**src/rtl/mem_ctrl_pkg.sv**
```systemverilog
// Shared types and constants for the data-memory access controller.
package mem_ctrl_pkg;

    // Controller phases: accept, strobe memory, wait for ack, report result.
    typedef enum logic [1:0] {
        IDLE = 2'd0,
        REQ  = 2'd1,
        WAIT = 2'd2,
        DONE = 2'd3
    } state_t;

    // Default number of WAIT cycles before an access is abandoned.
    localparam int TIMEOUT_DEF = 16;

endpackage : mem_ctrl_pkg

```
**src/rtl/wait_counter.sv**
```systemverilog
// Counts WAIT cycles and flags the last cycle before a timeout.
module wait_counter #(
    parameter int TIMEOUT = 16,
    parameter int CNT_W   = 5
) (
    input  logic clk,
    input  logic rst,
    input  logic clr,
    input  logic en,
    output logic tc
);

    logic [CNT_W-1:0] cnt;

    // Clear has priority so every access starts counting from zero.
    always_ff @(posedge clk or negedge rst) begin
        if (!rst) begin
            cnt <= '0;
        end else if (clr) begin
            cnt <= '0;
        end else if (en) begin
            cnt <= cnt + CNT_W'(1);
        end
    end

    assign tc = (cnt == CNT_W'(TIMEOUT - 1));

endmodule : wait_counter

```
**src/rtl/data_mem_ctrl.sv**
```systemverilog
// Data-memory access controller: accepts one LW/SW from the pipeline,
// drives a variable-latency memory port and reports data or error.
module data_mem_ctrl
    import mem_ctrl_pkg::*;
#(
    parameter int TIMEOUT = TIMEOUT_DEF,
    parameter int CNT_W   = 5
) (
    input  logic        clk,
    input  logic        rst,
    input  logic        req_valid,
    input  logic        req_we,
    input  logic [15:0] req_addr,
    input  logic [15:0] req_wdata,
    output logic        stall,
    output logic        rdata_valid,
    output logic [15:0] rdata,
    output logic        err,
    output logic        mem_en,
    output logic        mem_we,
    output logic [15:0] mem_addr,
    output logic [15:0] mem_wdata,
    input  logic        mem_ack,
    input  logic [15:0] mem_rdata,
    output state_t      fsm_state
);

    // Handshake: a request is taken only in IDLE with req_valid high; the
    // pipeline must hold while stall is high. mem_en is a one-cycle strobe
    // and mem_ack is honoured only while waiting for it.

    state_t state;
    logic   pend_err;
    logic   tc;

    wait_counter #(
        .TIMEOUT (TIMEOUT),
        .CNT_W   (CNT_W)
    ) u_wait_counter (
        .clk (clk),
        .rst (rst),
        .clr (state == REQ),
        .en  (state == WAIT),
        .tc  (tc)
    );

    // FSM with registered strobes, request latches and load-data register.
    always_ff @(posedge clk or negedge rst) begin
        if (!rst) begin
            state       <= IDLE;
            mem_en      <= 1'b0;
            mem_we      <= 1'b0;
            mem_addr    <= '0;
            mem_wdata   <= '0;
            rdata       <= '0;
            rdata_valid <= 1'b0;
            pend_err    <= 1'b0;
        end else begin
            mem_en      <= 1'b0;
            rdata_valid <= 1'b0;
            case (state)
                IDLE: begin
                    if (req_valid) begin
                        if (!req_addr[0]) begin
                            mem_we    <= req_we;
                            mem_addr  <= req_addr;
                            mem_wdata <= req_wdata;
                            mem_en    <= 1'b1;
                            state     <= REQ;
                        end else begin
                            // Odd byte address: never touch memory.
                            pend_err <= 1'b1;
                            state    <= DONE;
                        end
                    end
                end
                REQ: begin
                    state <= WAIT;
                end
                WAIT: begin
                    // An ack on the terminal-count cycle still counts as success.
                    if (mem_ack) begin
                        if (!mem_we) begin
                            rdata       <= mem_rdata;
                            rdata_valid <= 1'b1;
                        end
                        state <= DONE;
                    end else if (tc) begin
                        pend_err <= 1'b1;
                        state    <= DONE;
                    end
                end
                DONE: begin
                    pend_err <= 1'b0;
                    state    <= IDLE;
                end
                default: begin
                    state <= IDLE;
                end
            endcase
        end
    end

    // The pending-error flag is set on entry to DONE and cleared on exit,
    // so it is exactly the err pulse.
    assign err       = pend_err;
    assign stall     = ((state == IDLE) && req_valid) || (state == REQ) || (state == WAIT);
    assign fsm_state = state;

endmodule : data_mem_ctrl

```
**config.mk**
```make
export PLATFORM = sky130hd
export DESIGN_NAME = data_mem_ctrl
export DESIGN_NICKNAME = d
export VERILOG_FILES = /design/src/rtl/mem_ctrl_pkg.sv /design/src/rtl/wait_counter.sv /design/src/rtl/data_mem_ctrl.sv
export SDC_FILE = /design/constraint.sdc
export NUM_CORES = 1
export LEC_CHECK = 0
export BUFFER_PORTS_ARGS = -buffer_cell sky130_fd_sc_hd__clkbuf_2
export CORE_UTILIZATION = 25
export CTS_BUF_LIST = sky130_fd_sc_hd__clkbuf_2 sky130_fd_sc_hd__clkbuf_4 sky130_fd_sc_hd__clkbuf_8
export DETAILED_ROUTE_END_ITERATION = 12
export PLACE_DENSITY_LB_ADDON = 0.05
export SYNTH_ARGS = -nofsm -noshare
export SYNTH_HDL_FRONTEND = slang
export SYNTH_HIERARCHICAL = 1
export SYNTH_SLANG_ARGS = --single-unit
```
**constraint.sdc**
```tcl
create_clock -name clk -period 3.2 [get_ports clk]
set_clock_uncertainty 0.15 [all_clocks]
set_input_delay 0.16 -clock clk [delete_from_list [all_inputs] [get_ports clk]]
set_output_delay 0.16 -clock clk [all_outputs]
set_load 0.005 [all_outputs]
```
# ---- Word level (Yosys, flattened, before mapping)
# Cells that the tools add are included.
dict set report word_totals {
  regBits 58
  inputBits 53
}
dict set report classes {
  n_addsub 1
  eq_ne 9
  mux 18
  bitwise 2
  n_reduce_logical 10
}
# operator count
set op_table {}
lappend op_table {{$mux 1} 10}
lappend op_table {{$mux 5} 2}
lappend op_table {{$mux 2} 4}
lappend op_table {{$ne 2x2->1 const B} 4}
lappend op_table {{$pmux 2 s4} 1}
lappend op_table {{$reduce_and 3->1} 2}
lappend op_table {{$add 5x1->5 const B} 1}
lappend op_table {{$eq 5x4->1 const B} 1}
lappend op_table {{$reduce_and 5->1} 1}
lappend op_table {{$eq 2x2->1 const B} 2}
lappend op_table {{$ne 3x3->1 const B} 1}
lappend op_table {{$pmux 1 s3} 1}
lappend op_table {{$reduce_bool 3->1} 1}
lappend op_table {{$eq 2x1->1 const B} 1}
lappend op_table {{$logic_not 2->1} 1}
lappend op_table {{$logic_or 1x1->1} 2}
lappend op_table {{$not 1->1} 2}
lappend op_table {{$reduce_and 2->1} 1}
lappend op_table {{$reduce_bool 2->1} 1}
lappend op_table {{$logic_and 1x1->1} 1}

# ---- Logic depth before layout (Yosys ltp)
dict set report logic_depth {
  ltp_word 4
  mapped_depth 6
  depth_no_buf 6
}

# ---- Cells and area by module
# Netlist, hierarchy kept.
# mod n_inst cells_per_inst area_each_um2 seq_area_each_um2
set by_module_without_submodules {}
lappend by_module_without_submodules {data_mem_ctrl 1 130 2160.8 1326.3}
lappend by_module_without_submodules {wait_counter 1 23 270.3 125.1}

# ---- Least setup slack after synthesis
# Ideal clock, no wire load.
dict set report synth_timing {
  kind {reg2reg}
  startpoint {register state[0] (netlist: fsm_state[0])}
  endpoint {register rdata[13]}
  setup_time_ns 0.125
  arrival_time_ns 1.418
  path_slack_ns 1.506
  stages_incl_launch_ff 6
  path_buffers 1
  synth_period_minus_slack_ns 1.694
  cell_sequence {dfrtp_1 -> inv_1 -> ha_1 -> nand3b_4 -> buf_6 -> mux2_4}
}
dict set report synth_between {
  elab_chain_cells 2
}
# item line_no
set synth_rtl {}
lappend synth_rtl {{start, declared} data_mem_ctrl.sv:32} ;# state_t state;
lappend synth_rtl {{start signal, assigned} data_mem_ctrl.sv:50} ;# state <= IDLE;
lappend synth_rtl {{start signal, assigned} data_mem_ctrl.sv:69} ;# state <= REQ;
lappend synth_rtl {{start signal, assigned} data_mem_ctrl.sv:73} ;# state <= DONE;
lappend synth_rtl {{$eq 2x2->1} data_mem_ctrl.sv:61} ;# case (state)
lappend synth_rtl {{$reduce_and 3->1 (no source line)} n/a}
lappend synth_rtl {{end signal, assigned} data_mem_ctrl.sv:84} ;# rdata <= mem_rdata;
lappend synth_rtl {{end, declared} data_mem_ctrl.sv:17} ;# output logic [15:0] rdata,
# Every way passes these cells.
# A chain may end at the register's enable or synchronous reset.

# ---- Final worst setup path
dict set report layout_timing {
  startpoint {register state[0] (netlist: fsm_state[0])}
  endpoint {register rdata[7]}
}
# The elaborated chain is that of the path after synthesis.

==> impl_metrics.py <==
metrics = {
    "global_routing": {
        "track_usage": 0.120,
        "grt_pass1_vias": 1820,
        "grt_antenna_before_repair": 0,
        "grt_max_degree": 34,
        "grt_overflow": 0,
        "grt_pass1_wl_um": 9030,
    },
    "routing": {
        "post-route-drc-count": 0,
        "firstDrtPassIters": 4,
        "via_count": 1809,
        "first_iter_violations": 21,
        "final_antenna_net_count": 0,
        "wl_per_cell_um": 12.5,
        "vias_per_cell": 4.03,
        "wirelength_um": 5600,
    },
    "sta": {
        "period_minus_slack_ps": 2050,
        "setup_viol": 0,
        "fin_crit_sh": 0.641,
        "setup_tns_ps": 0,
        "fmax_mhz": 488,
        "rsz0062_at_grt": "no",
        "finalHoldViolCount": 0,
        "maxSlewHeadroom": 0.494,
        "drv_slew": 0,
        "worstMarginPinSlew_ps": 760,
    },
    "die": {
        "initial_core_util": 0.261,
        "io_pins": 108,
        "coreArea_sq_um": 9330,
        "die_w_um": 101,
        "dieArea_sq_um": 10100,
        "fp.dieH_um": 101,
        "row_count": 35,
    },
    "yosys": {
        "synth_compound_area_frac": 0.0226,
        "synthMuxAreaShare": 0.259,
        "ys_types": 26,
        "yosys_warnings": 6,
        "synth_nets": 213,
        "synth_adder_area_share": 0.0360,
        "synth_area_per_cell_sq_um": 15.9,
        "syn_area_sq_um": 2430,
        "ys_seq_area_frac": 0.597,
        "synth-simple-area-share": 0.0448,
        "synthXorXnorAreaFrac": 0.00360,
        "synthCells": 153,
        "synth_edf_count": 0,
        "synth_top_family_by_area": "multiplexers",
        "synthArstFlopShare": 1.00,
        "ys_seq_elements": 58,
        "synth_flop_cell": "dfrtp_1",
    },
    "critical_path": {
        "crit_type": "reg2reg",
        "critical_path.startpoint_type": "flip-flop",
        "reg2reg_from": "fsm_state[0]",
        "reg2regPathDepth": 4,
        "timing.rr.end": "rdata[7]",
        "crit_slowest_cell": "ha_1",
        "crit_required_ps": 3270,
        "crit_fanout": 17,
        "path_cells": "inv_1, ha_1, nand3b_4, mux2_4",
        "crit_arrival_ps": 2120,
        "crit_path_end_kind": "flip-flop",
        "slowest_delay_ps": 510,
        "r2r_setup_slack_ps": 1150,
    },
    "cells_and_area": {
        "nFillCells": 922,
        "layout-drive-gt1-share": 0.550,
        "syn_to_final_growth_pct": 56.2,
        "insertedDiodeCount": 0,
        "fin_area_sq_um": 3800,
        "layout.nets": 375,
    },
    "clock_tree": {
        "cts_sinks": 58,
        "clkTransAtPathRegs_ps": 70,
        "insertion_delay_ps": 330,
        "htree_levels": 3,
        "numCtsBuffers": 9,
        "ctsLongestPathBuffers": 2,
        "cts_setup_buffers": 0,
        "cts-resized-gates": 0,
        "clockRootBuffer": "clkbuf_8",
        "cts_tree": "built",
        "cts_hold_buf": 49,
    },
    "pwr": {
        "power_leakage_nw": 1.96,
        "power_frac_comb": 0.361,
        "p_switching_mw": 0.942,
        "power_frac_seq": 0.396,
        "ir_worst_vdd_mv": 0.317,
        "switching_share": 0.292,
        "p_int_mw": 2.28,
        "pwr-share-clk": 0.243,
        "p_total_mw": 3.23,
        "powerDensity_nw_per_um2": 850,
    },
    "hold_path": {
        "min_path_type": "in2reg",
        "hp-start": "req_addr[0]",
        "hold_path_end": "fsm_state[1]",
        "hold_depth": 3,
    },
    "placed_design": {
        "dp_hpwl_um": 3770,
        "io_buffer_count": 106,
        "gp_congestion": 0.695,
        "placed_cell_area_sq_um": 3070,
    },
    "run_status": {
        "status": "finished clean",
    },
    "run": {
        "maxCapViolCount": 0,
    },
}
[Yosys cell counts, types with 2 or more instances]
cell       n  area, sq um
a21oi_1    2         10.0
buf_6      5         56.3
dfrtp_1   58         1450
ha_1       7         87.6
inv_1      6         22.5
mux2_2    38          428
mux2_4    10          150
mux2i_1    4         40.0
nand3b_4   2         40.0
nor2_1     5         18.8
[cell type report]
class / count / area [sq um] / area share
sequential: 58 / 1450 / 0.382
multi-input combinational: 83 / 893 / 0.235
tap: 129 / 161 / 0.0425
timing repair buffer: 157 / 1040 / 0.273
clock inverter: 4 / 73.8 / 0.0194
clock buffer: 12 / 159 / 0.0418
inverter: 6 / 22.5 / 0.00593
[layout by cell type (no fill, tap or decap), drive strengths merged]
cell	instances
nor2b	1
a211oi	1
nand4	1
buf	2
a221oi	1
xnor2	1
ha	7
nor2	5
mux2i	4
nand2	1
dfrtp	58
nand2b	1
a211o	1
bufinv	2
and3	1
o32a	1
mux2	49
clkbuf	118
a21oi	2
dlygate4sd3	49
nand3b	3
inv	6
and2b	1
clkinv	2
a21bo	1
conb	1
[flip-flops by register name, summed over array words and instances (netlist names)]
name                flops
rdata_valid             1
rdata                  16
mem_en                  1
err                     1
u_wait_counter/cnt      5
mem_wdata              16
mem_addr               15
mem_we                  1
fsm_state               2
[worst max-delay path by stage]
stage / from / end / slack (ps) / cells after the start
after detailed placement: fsm_state[0] / rdata[4] / 1120 / 4
after global placement: fsm_state[0] / rdata[5] / 1130 / 4
after CTS: fsm_state[0] / rdata[2] / 1130 / 4
final: fsm_state[0] / rdata[7] / 1150 / 4
after global routing: fsm_state[0] / rdata[6] / 1040 / 4
after floorplan: fsm_state[0] / rdata[13] / 1510 / 5
[through the flow]
step	utilization	setup WS [ps]	cells	hold WS (ps)
floorplan	-	1510	153	-286
global placement	0.330	1130	384	128
detailed placement	0.330	1120	384	131
CTS	0.407	1130	449	58.2
global route	0.407	1040	449	49.0
finish	0.407	1150	449	66.0
[cells by family after synthesis]
kind of cell / Yosys count
fa+ha+maj: 7
xor+xnor: 1
buf+inv: 12
mux: 53
compound gates: 7
simple gates: 14
flops: 58
other cells: 1
[worst max-delay path: cells and delay by family, from the launching register on]
| kind | cells | cell delay, ps |
|---|---|---|
| fa+ha+maj | 1 | 510 |
| buf+inv | 1 | 120 |
| flops | 1 | 420 |
| mux | 1 | 390 |
| simple gates | 1 | 350 |
[power groups by stage]
stage / Sequential [mW] / Combinational, mW / Clock (mW)
final: 1.28 / 1.16 / 0.785
after global routing: 1.33 / 1.29 / 0.853
after CTS: 1.28 / 1.20 / 0.818
after detailed placement: 1.29 / 1.15 / 0
after global placement: 1.29 / 1.14 / 0
after floorplan: 1.30 / 0.643 / 0
[per-layer routing]
layer / track usage / share of wire / vias to the layer above
li1: - / - / 856
met1: 0.132 / 0.42 / 885
met2: 0.209 / 0.51 / 60
met3: 0.0520 / 0.057 / 8
met4: 0.0368 / 0.014 / 0
met5: 0 / 0 / -
No activity file was read; power rests on OpenSTA's default activity.
